[src/rtl/usb_tx_packetizer.sv]
// usb_tx_packetizer
// USB full-speed transmit engine. When a tx_packet command is given it serialises
// SYNC, PID, the optional payload (popped from data_buffer) and CRC16, then EOP.
// The bit stream is bit-stuffed and NRZI encoded onto dp_out/dm_out.
//
// Parameters
//   CLKS_PER_BIT        clk cycles per USB bit time (>= 2)
// Ports
//   clk                 in   system clock, rising edge
//   rst                 in   asynchronous active-high reset
//   tx_packet[1:0]      in   00 none, 01 DATA0, 10 ACK, 11 NAK (sampled in IDLE only)
//   buffer_occupancy    in   payload byte count, latched with tx_packet
//   tx_packet_data      in   show-ahead head byte of data_buffer
//   tx_abort            in   (USB_TX_ABORT_EN only) abandon packet with a stuff error
//   get_tx_packet_data  out  one-cycle pop strobe
//   tx_status           out  1 while a packet is on the line
//   dp_out / dm_out     out  D+/D- line drive
//
// Build option: define USB_TX_ABORT_EN to add the tx_abort input and abort sequence.
module usb_tx_packetizer #(
  parameter int CLKS_PER_BIT = 4
) (
  input  logic       clk,
  input  logic       rst,
  input  logic [1:0] tx_packet,
  input  logic [6:0] buffer_occupancy,
  input  logic [7:0] tx_packet_data,
`ifdef USB_TX_ABORT_EN
  input  logic       tx_abort,
`endif
  output logic       get_tx_packet_data,
  output logic       tx_status,
  output logic       dp_out,
  output logic       dm_out
);
  localparam int            CW      = $clog2(CLKS_PER_BIT);
  localparam logic [CW-1:0] CNT_MAX = CW'(CLKS_PER_BIT - 1);
  localparam logic [1:0]    CMD_DATA0 = 2'b01;
  localparam logic [1:0]    CMD_ACK   = 2'b10;

  typedef enum logic [3:0] {
    S_IDLE, S_SYNC, S_PID, S_DATA, S_CRC_LO, S_CRC_HI, S_EOP_SE0, S_EOP_J, S_ABORT
  } state_t;

  state_t        state_q;
  logic [CW-1:0] cnt_q;
  logic [2:0]    idx_q;     // bit index within the current field
  logic [2:0]    ones_q;    // consecutive 1s in the stuffable stream
  logic [7:0]    byte_q;    // field currently being sent
  logic [1:0]    cmd_q;
  logic [6:0]    rem_q;     // payload bytes not yet popped
  logic [15:0]   crc_q;     // reflected CRC16 register
  logic          status_q, get_q, dp_q, dm_q;
`ifdef USB_TX_ABORT_EN
  logic          abort_q;
`endif

  // Reflected form of poly 0x8005: LSB-first data shifts right against 0xA001.
  function automatic logic [15:0] crc16_byte(input logic [15:0] c, input logic [7:0] d);
    logic [15:0] r;
    r = c ^ {8'h00, d};
    for (int i = 0; i < 8; i++) r = r[0] ? ((r >> 1) ^ 16'hA001) : (r >> 1);
    return r;
  endfunction

  function automatic logic [7:0] pid_of(input logic [1:0] c);
    case (c)
      CMD_DATA0: return 8'hC3;
      CMD_ACK:   return 8'hD2;
      default:   return 8'h5A;
    endcase
  endfunction

  logic   wrap, stuffable, stuff_due, abort_go, next_bit, nf_pop;
  state_t nf_state;
  logic [7:0] nf_byte;

  assign wrap      = (cnt_q == CNT_MAX);
  assign stuffable = (state_q == S_PID) || (state_q == S_DATA) ||
                     (state_q == S_CRC_LO) || (state_q == S_CRC_HI);
  assign stuff_due = stuffable && (ones_q == 3'd6);
  assign next_bit  = byte_q[idx_q + 3'd1];
`ifdef USB_TX_ABORT_EN
  assign abort_go  = stuffable && (abort_q || tx_abort);
`else
  assign abort_go  = 1'b0;
`endif

  // Field that follows the current one once its last bit has been sent.
  always_comb begin
    nf_state = S_EOP_SE0;
    nf_byte  = 8'h00;
    nf_pop   = 1'b0;
    case (state_q)
      S_SYNC: begin
        nf_state = S_PID;
        nf_byte  = pid_of(cmd_q);
      end
      S_PID, S_DATA: begin
        if (cmd_q == CMD_DATA0) begin
          if (rem_q != 7'd0) begin
            nf_state = S_DATA;
            nf_byte  = tx_packet_data;
            nf_pop   = 1'b1;
          end else begin
            nf_state = S_CRC_LO;
            nf_byte  = ~crc_q[7:0];
          end
        end
      end
      S_CRC_LO: begin
        nf_state = S_CRC_HI;
        nf_byte  = ~crc_q[15:8];
      end
      default: ;
    endcase
  end

  always_ff @(posedge clk or posedge rst) begin
    if (rst) begin
      state_q  <= S_IDLE;
      cnt_q    <= '0;
      idx_q    <= '0;
      ones_q   <= '0;
      byte_q   <= '0;
      cmd_q    <= '0;
      rem_q    <= '0;
      crc_q    <= 16'hFFFF;
      status_q <= 1'b0;
      get_q    <= 1'b0;
      dp_q     <= 1'b1;
      dm_q     <= 1'b0;
`ifdef USB_TX_ABORT_EN
      abort_q  <= 1'b0;
`endif
    end else begin
      get_q <= 1'b0;
      if (state_q == S_IDLE) begin
        cnt_q <= '0;
        if (tx_packet != 2'b00) begin
          state_q  <= S_SYNC;
          cmd_q    <= tx_packet;
          rem_q    <= buffer_occupancy;
          idx_q    <= '0;
          byte_q   <= 8'h80;
          ones_q   <= '0;
          crc_q    <= 16'hFFFF;
          status_q <= 1'b1;
          // First SYNC bit is 0: J -> K straight away.
          dp_q     <= 1'b0;
          dm_q     <= 1'b1;
`ifdef USB_TX_ABORT_EN
          abort_q  <= 1'b0;
`endif
        end
      end else begin
        cnt_q <= wrap ? '0 : cnt_q + 1'b1;
`ifdef USB_TX_ABORT_EN
        if (stuffable && tx_abort) abort_q <= 1'b1;
`endif
        if (wrap) begin
          if (abort_go) begin
            // Eight 1s, never stuffed: the line simply holds.
            state_q <= S_ABORT;
            idx_q   <= '0;
            byte_q  <= 8'hFF;
`ifdef USB_TX_ABORT_EN
            abort_q <= 1'b0;
`endif
          end else if (stuff_due) begin
            // Stuffed 0 takes its own bit time; field position does not advance.
            dp_q   <= ~dp_q;
            dm_q   <= dp_q;
            ones_q <= '0;
          end else if (state_q == S_EOP_SE0) begin
            if (idx_q == 3'd1) begin
              state_q <= S_EOP_J;
              dp_q    <= 1'b1;
              dm_q    <= 1'b0;
            end else begin
              idx_q <= idx_q + 3'd1;
            end
          end else if (state_q == S_EOP_J) begin
            state_q  <= S_IDLE;
            status_q <= 1'b0;
          end else if (idx_q != 3'd7) begin
            idx_q <= idx_q + 3'd1;
            if (!next_bit) begin
              dp_q <= ~dp_q;
              dm_q <= dp_q;
            end
            if (stuffable) ones_q <= next_bit ? ones_q + 3'd1 : 3'd0;
          end else begin
            state_q <= nf_state;
            idx_q   <= '0;
            byte_q  <= nf_byte;
            if (nf_state == S_EOP_SE0) begin
              dp_q <= 1'b0;
              dm_q <= 1'b0;
            end else begin
              if (!nf_byte[0]) begin
                dp_q <= ~dp_q;
                dm_q <= dp_q;
              end
              ones_q <= nf_byte[0] ? ones_q + 3'd1 : 3'd0;
            end
            if (nf_pop) begin
              get_q <= 1'b1;
              rem_q <= rem_q - 7'd1;
              crc_q <= crc16_byte(crc_q, tx_packet_data);
            end
          end
        end
      end
    end
  end

  assign get_tx_packet_data = get_q;
  assign tx_status          = status_q;
  assign dp_out             = dp_q;
  assign dm_out             = dm_q;
endmodule
[config.mk]
export PLATFORM = sky130hd
export DESIGN_NAME = usb_tx_packetizer
export DESIGN_NICKNAME = d
export VERILOG_FILES = /design/src/rtl/usb_tx_packetizer.sv
export SDC_FILE = /design/constraint.sdc
export NUM_CORES = 1
export LEC_CHECK = 0
export CAP_MARGIN = 20
export CORE_ASPECT_RATIO = 1.75
export CORE_UTILIZATION = 53
export CTS_CLUSTER_SIZE = 28
export DETAILED_ROUTE_END_ITERATION = 8
export PLACE_DENSITY = 0.8
export SLEW_MARGIN = 30
export SYNTH_ARGS = -nofsm -noshare
export SYNTH_HDL_FRONTEND = slang
export SYNTH_SLANG_ARGS = --single-unit
export TNS_END_PERCENT = 30
[constraint.sdc]
create_clock -name clk -period 3.28 [get_ports clk]
set_clock_uncertainty 0.05 [all_clocks]
set_input_delay 0.656 -clock clk [delete_from_list [all_inputs] [get_ports clk]]
set_output_delay 0.656 -clock clk [all_outputs]
set_load 0.02 [all_outputs]
==> results by group, run 1 <==
Outcome
  – Status: completed

Detailed routing
  – First-pass DRT Iterations: 4
  – Overall via count from detail_route: 2583
  – Routed WL per cell: 16.2 um
  – Post-DRT Antenna Nets: 0
  – DRC viols: 0
  – Routed WL: 7.12 mm
  – Via/cell ratio: 5.87
  – Drt initial violations: 91

Clocking
  – Post-CTS Hold Buffers: 0
  – CTS root buf: clkbuf_8
  – Clock slew at reported path FFs: 0.09 ns
  – Clk sinks: 48
  – Longest Clk Path Bufs: 2
  – Worst-Skew Late Latency: 0.32 ns
  – Post-CTS sizing: 0
  – Setup bufs post-CTS: 0
  – Num CTS Buffers: 5
  – H-tree depth: 2
  – CTS tree: built

Worst hold path
  – Min-Delay Startpoint: cnt_q[0]
  – Worst hold path type: flip-flop to flip-flop

Setup path
  – Worst EP required: 3.44 ns
  – Crit-path leading delay family: compound AO/OA/AOI/OAI gates
  – Worst Path Buf+Inv: 1
  – Crit path max fanout: 32
  – CP Launch Point: state_q[1]
  – Worst-path cell chain: buf_4 -> or3_1 -> nand3_1 -> a221oi_4 -> o21ai_0 -> a22o_1
  – CP startpoint kind: flip-flop
  – Largest stage delay, worst path: 0.58 ns
  – Crit-path slowest cell: a221oi_4
  – Crit. End Element: flip-flop
  – Crit Reg-Reg Startpoint: state_q[1]
  – Critical path arrival: 2.76 ns
  – CP Class: flip-flop to flip-flop

STA
  – RSZ-0062 raised after global routing: no
  – Fin crit share: 79.3%
  – Worst slew margin: 47.2%
  – Total negative slack: 0 ns
  – Setup-failing EPs final: 0
  – Worst Tran Pin Value: 0.791 ns
  – Slew Limit Fails: 0
  – Fin crit period: 2.60 ns
  – Final hold violations: 0
  – Fmax achieved: 0.385 GHz

Finish
  – Finished Layout Cells: 440
  – Nets: 395
  – Area Overhead vs Synth: 13.7%
  – Share of post-route cells with drive strength above 1: 14.0%
  – Antenna Cells: 0

Die
  – Die X: 59.9 um
  – IO Pins: 23
  – Initial Utilization: 55.2%
  – # rows: 36
  – Die area: 6190 um^2
  – DIE HEIGHT: 103 um
  – Core box area: 5630 um^2

Synthesis
  – Post-Syn Area: 3110 um^2
  – Post-synth EDFFs: 0
  – Synthesized Nets: 373
  – Yosys warns: 0
  – Sequential fraction of the synthesis area: 39.3%
  – Most common cell in the synthesized netlist: nor2_1
  – Share of the synthesized area in the top cell type: 24.9%
  – Post-synth top cells: 44 x nor2_1, 37 x a21oi_1, 37 x nand2_1
  – #FFs+latches synth: 48
  – Cells after synthesis: 341
  – Post-synth top flop: dfrtp_1
  – Synth area leaders: dfrtp_1 25%, dfstp_2 14%, a21oi_1 6.0%, nor2_1 5.3%, ha_1 5.2%
  – Area leader, netlist: dfrtp_1
  – Avg Synthesized Cell Area: 9.12 um^2
  – Distinct cell type count after synthesis: 61
  – Async SR Flop Fraction: 100%

Global route
  – Met3 usage: 4.73%
  – Largest net degree at the start of global routing: 38
  – Vias in the first global route: 2678
  – First-pass GRT wire length: 12.1 mm
  – All-Layer GR Usage: 26.3%
  – Met2 usage in global routing: 45.9%
  – GR Layer Usage met1: 28.0%
  – Initial antenna violation count: 0
  – Gr ovfl total: 0
  – Most Crowded Layer GR: met2

Placement
  – Placed Cells: 432
  – Number of port buffers: 22
  – Dpl hpwl: 5.34 mm
  – Routability cong.: 0.912

Power
  – Power Dens Cells: 746 nW/um^2
  – Maximum vdd ir drop: 0.355 mV
  – Static Leak: 0.00148 uW

Job
  – Max cap viols: 0
placed cells by master (no fill, tap or decap), types with 3 or more instances in the layout:
cell / count
o21ai_1: 3
nand2_1: 37
buf_4: 9
nor2_1: 44
xnor2_1: 17
ha_1: 13
dfrtp_1: 31
o21ai_0: 21
o22ai_1: 5
a21oi_1: 37
or3_1: 3
nand2b_1: 4
clkdlybuf4s50_1: 22
o21a_1: 3
inv_1: 10
a22o_1: 11
nand3_1: 7
nor3_1: 6
o22a_1: 3
o32ai_1: 4
dfstp_2: 17
clkbuf_8: 5
worst paths after layout:
path                       slack (ns)   endpoint  cells past startpoint
setup / recovery                 0.68   rem_q[5]                      6
hold / removal                   0.39   cnt_q[0]                      1
setup reg to reg                 0.68   rem_q[5]                      6
hold reg to reg                  0.39   cnt_q[0]                      1
max in group asynchronous        1.68  crc_q[15]                      3
min in group asynchronous        0.75  tx_status                      2
metrics by stage:
step	utilization, %	total power [uW]	hold WS [ns]	area (um^2)	worst slack, ns
3_5_place_dp	60.9	2200	0.385	3430	0.400
2_1_floorplan	-	1880	0.365	3110	0.793
5_1_grt	62.8	2840	0.434	3540	0.522
6_report	62.8	2640	0.392	3540	0.679
4_1_cts	62.8	2640	0.394	3540	0.706
3_3_place_gp	60.9	2160	0.374	3430	0.484
power by group:
group          switching [uW]  total, uW  internal, uW
clock                     208        434           226
sequential                137        915           778
combinational             732       1290           557
total                    1080       2640          1560
sequential cells by signal, indices dropped and copies added (netlist names):
name	flops
tx_status	1
dm_out	1
byte_q	8
rem_q	7
state_q	3
cmd_q	2
ones_q	3
dp_out	1
crc_q	16
get_tx_packet_data	1
cnt_q	2
idx_q	3
layer usage:
| layer | routed length (um) | part of all wire (%) |
|---|---|---|
| met5 | 0 | 0 |
| met4 | 334 | 4.7 |
| met3 | 195 | 2.7 |
| met2 | 3880 | 54 |
| met1 | 2720 | 38 |
logic make-up (layout without fill, tap and decap cells):
kind of cell	after synthesis	after routing	share of synthesized area [%]
AND/OR/NAND/NOR	118	118	18.1
AO/OA/AOI/OAI	108	108	23.6
flip-flops	48	48	39.3
buffers and inverters	28	51	4.42
XOR/XNOR	21	21	6.84
adder cells (fa/ha/maj)	13	13	5.23
multiplexers	5	5	2.45
worst reg2reg max path, cell delays in order, from the launching register on:
cell      delay (ns)
dfrtp_1         0.38
buf_4           0.32
or3_1           0.43
nand3_1         0.29
a221oi_4        0.58
o21ai_0         0.18
a22o_1          0.27
area by class of cell:
| class | instances | area [um^2] |
|---|---|---|
| Fill cell | 487 | 2090 |
| Multi-Input combinational cell | 265 | 1760 |
| Sequential cell | 48 | 1220 |
| Timing Repair Buffer | 32 | 308 |
| Tap cell | 76 | 95.1 |
| Clock buffer | 6 | 72.6 |
| Inverter | 11 | 41.3 |
| Clock inverter | 2 | 35.0 |
(Power assumes the default switching activity.)
==> run 2: changes to the inputs <==
--- a/config.mk
+++ b/config.mk
@@ -10,7 +10,7 @@
 export CORE_UTILIZATION = 53
 export CTS_CLUSTER_SIZE = 28
 export DETAILED_ROUTE_END_ITERATION = 8
-export PLACE_DENSITY = 0.8
+export PLACE_DENSITY = 0.83
 export SLEW_MARGIN = 30
 export SYNTH_ARGS = -nofsm -noshare
 export SYNTH_HDL_FRONTEND = slang
==> constraint.sdc (replaced) <==
create_clock -name clk -period 2.3 [get_ports clk]
set_clock_uncertainty 0.05 [all_clocks]
set_input_delay 0.46 -clock clk [delete_from_list [all_inputs] [get_ports clk]]
set_output_delay 0.46 -clock clk [all_outputs]
set_load 0.02 [all_outputs]
==> run 2 against run 1 <==
Net effect: the flow now finishes with violations (negative setup slack); global-route usage increased by 0.49 points; largest power group unchanged; non-clock buffer count increased by 26; register-to-register slack got worse by 0.71 ns; cell count increased by 5.9%; die area unchanged; cell area increased by 8.9%.
==> results by group, run 2 (synthesized netlist as in run 1, its figures left out) <==
Power
  – Combinational share of power: 53.1%
  – Power Dens Cells: 1060 nW/um^2
  – Sequential Power Share: 32.0%
  – P_sw: 1640 uW
  – Overall power: 4070 uW
  – Maximum vdd ir drop: 0.850 mV
  – Sw Share: 40.2%
  – Clk pwr share: 14.9%
  – Static Leak: 0.00163 uW
  – Internal power: 2430 uW

Global route
  – Gr ovfl total: 0
  – Vias in the first global route: 2782
  – First-pass GRT wire length: 12.4 mm
  – Initial antenna violation count: 0
  – All-Layer GR Usage: 26.8%
  – Largest net degree at the start of global routing: 49

STA
  – Final hold violations: 0
  – Worst slew margin: 60.2%
  – RSZ-0062 raised after global routing: yes
  – Slew Limit Fails: 0
  – Final hold slack: 0.399 ns
  – Fmax achieved: 0.429 GHz
  – Fin crit period: 2.33 ns
  – Setup-failing EPs final: 1
  – Fin crit share: 101%
  – Worst Setup Slack, final: -0.0293 ns
  – Worst Tran Pin Value: 0.590 ns

Setup path
  – FF-to-FF path depth: 7
  – CP startpoint kind: flip-flop
  – Crit Reg-Reg Startpoint: rem_q[0]
  – Crit path max fanout: 4
  – Largest stage delay, worst path: 0.56 ns
  – Worst-path cell chain: inv_2 -> ha_4 -> or4b_4 -> or4_4 -> nand4_4 -> a41oi_4 -> a211oi_2
  – Crit. End Element: flip-flop
  – Critical path arrival: 2.50 ns
  – Crit-path slowest cell: or4_4
  – Worst EP required: 2.47 ns
  – Reg2reg end: dp_out
  – CP Class: flip-flop to flip-flop
  – R2R Setup Slk: -0.03 ns

Clocking
  – Worst-Skew Late Latency: 0.30 ns
  – Clock slew at reported path FFs: 0.08 ns
  – Clk sinks: 48
  – Post-CTS Hold Buffers: 0
  – H-tree depth: 2
  – Num CTS Buffers: 5
  – Longest Clk Path Bufs: 2
  – CTS root buf: clkbuf_8
  – CTS tree: built

Placement
  – Dpl hpwl: 5.43 mm
  – Placed Cells: 454
  – Routability cong.: 0.886
  – Number of port buffers: 22
  – Post-Place Worst Slack: -0.280 ns

Die
  – Die X: 59.9 um
  – # rows: 36
  – DIE HEIGHT: 103 um
  – Core box area: 5630 um^2
  – Initial Utilization: 55.2%
  – IO Pins: 23
  – Die area: 6190 um^2

Worst hold path
  – Cells on Worst Hold Path: 1
  – Min-Delay Startpoint: cnt_q[0]
  – Hold endpoint: cnt_q[0]
  – Worst hold path type: flip-flop to flip-flop

Outcome
  – Status: finished, violations left
  – Failing checks: negative setup slack

Detailed routing
  – Via/cell ratio: 5.87
  – Drt initial violations: 103
  – DRC viols: 0
  – Overall via count from detail_route: 2734
  – Post-DRT Antenna Nets: 0
  – Routed WL per cell: 16.0 um
  – Routed WL: 7.48 mm
  – First-pass DRT Iterations: 5

Finish
  – Finished Layout Cells: 466
  – Commonest cells after routing, fill and taps aside: 42 x nor2_1, 37 x a21oi_1, 36 x nand2_1
  – Share of post-route cells with drive strength above 1: 23.8%
  – Biggest regs: crc_q (16), byte_q (8), rem_q (7)
  – Antenna Cells: 0
  – Fin util: 68.4%
  – Commonest non-fill, non-tap cell in the layout: nor2_1
  – Nets: 421
  – Fillers: 450
  – Area Overhead vs Synth: 23.8%
  – Most flops, register: crc_q
  – Max reg flops: 16

Job
  – Max cap viols: 0
[run 2: cell types whose count changed in the layout (fill, tap and decap cells not counted), sizes merged]
cell and change:
buf +26
[run 2: layout make-up]
class                           count  area [um^2]  area share [%]
Multi-Input combinational cell    265         1850            48.0
Sequential cell                    48         1220            31.7
Timing Repair Buffer               58          536            13.9
Tap cell                           76         95.1            2.47
Clock buffer                        6         72.6            1.88
Inverter                           11         41.3            1.07
Clock inverter                      2         35.0           0.910
[run 2: how the worst max path moves through the flow]
| stage | startpoint | slack (ns) | endpoint |
|---|---|---|---|
| global route | rem_q[0] | -0.13 | dp_out |
| CTS | idx_q[1] | 0.002 | ones_q[1] |
| floorplan | rem_q[0] | 0.002 | ones_q[1] |
| finish | rem_q[0] | -0.03 | dp_out |
| global placement | tx_packet_data[3] | -0.18 | crc_q[0] |
| detailed placement | tx_packet_data[3] | -0.28 | crc_q[0] |
[run 2: per-stage QoR]
step,instance area [um^2],TNS [ns]
final,3850,-0.0293
after global routing,3850,-0.286
after CTS,3810,0
after detailed placement,3630,-2.00
after global placement,3630,-0.497
after floorplan,3130,0
[run 2: what timing repair did]
| action | in CTS | in global routing |
|---|---|---|
| pin swaps | 6 | 0 |
| gates cloned | 0 | 0 |
| setup endpoints to repair | 34 | 32 |
| buffers inserted | 3 | 1 |
| resized for setup | 10 | 8 |
[run 2: power groups by stage]
stage	logic, uW	clock network, uW	registers (uW)
6_report	2160	606	1300
5_1_grt	2380	641	1330
4_1_cts	2110	609	1300
3_5_place_dp	2020	0	1310
3_3_place_gp	1960	0	1290
2_1_floorplan	1380	0	1310
[run 2: per-layer routing]
metal	global-route usage [%]	routed length, um
met1	30.3	2780
met4	16.3	293
met3	3.48	359
met2	46.8	4040
met5	0	0
[run 2: worst max-delay path, delay by kind of cell, from the launching register on]
kind            cells  cell delay [ns]
simple gates        3             1.19
compound gates      2             0.41
flops               1             0.39
fa+ha+maj           1             0.13
buf+inv             1             0.08
==> run 3: changes to the inputs <==
--- a/config.mk
+++ b/config.mk
@@ -11,7 +11,6 @@
 export CTS_CLUSTER_SIZE = 28
 export DETAILED_ROUTE_END_ITERATION = 8
 export PLACE_DENSITY = 0.83
-export SLEW_MARGIN = 30
 export SYNTH_ARGS = -nofsm -noshare
 export SYNTH_HDL_FRONTEND = slang
 export SYNTH_SLANG_ARGS = --single-unit
==> results of run 3 <==
Final layout, timing and power as in run 2 (identical DEF).
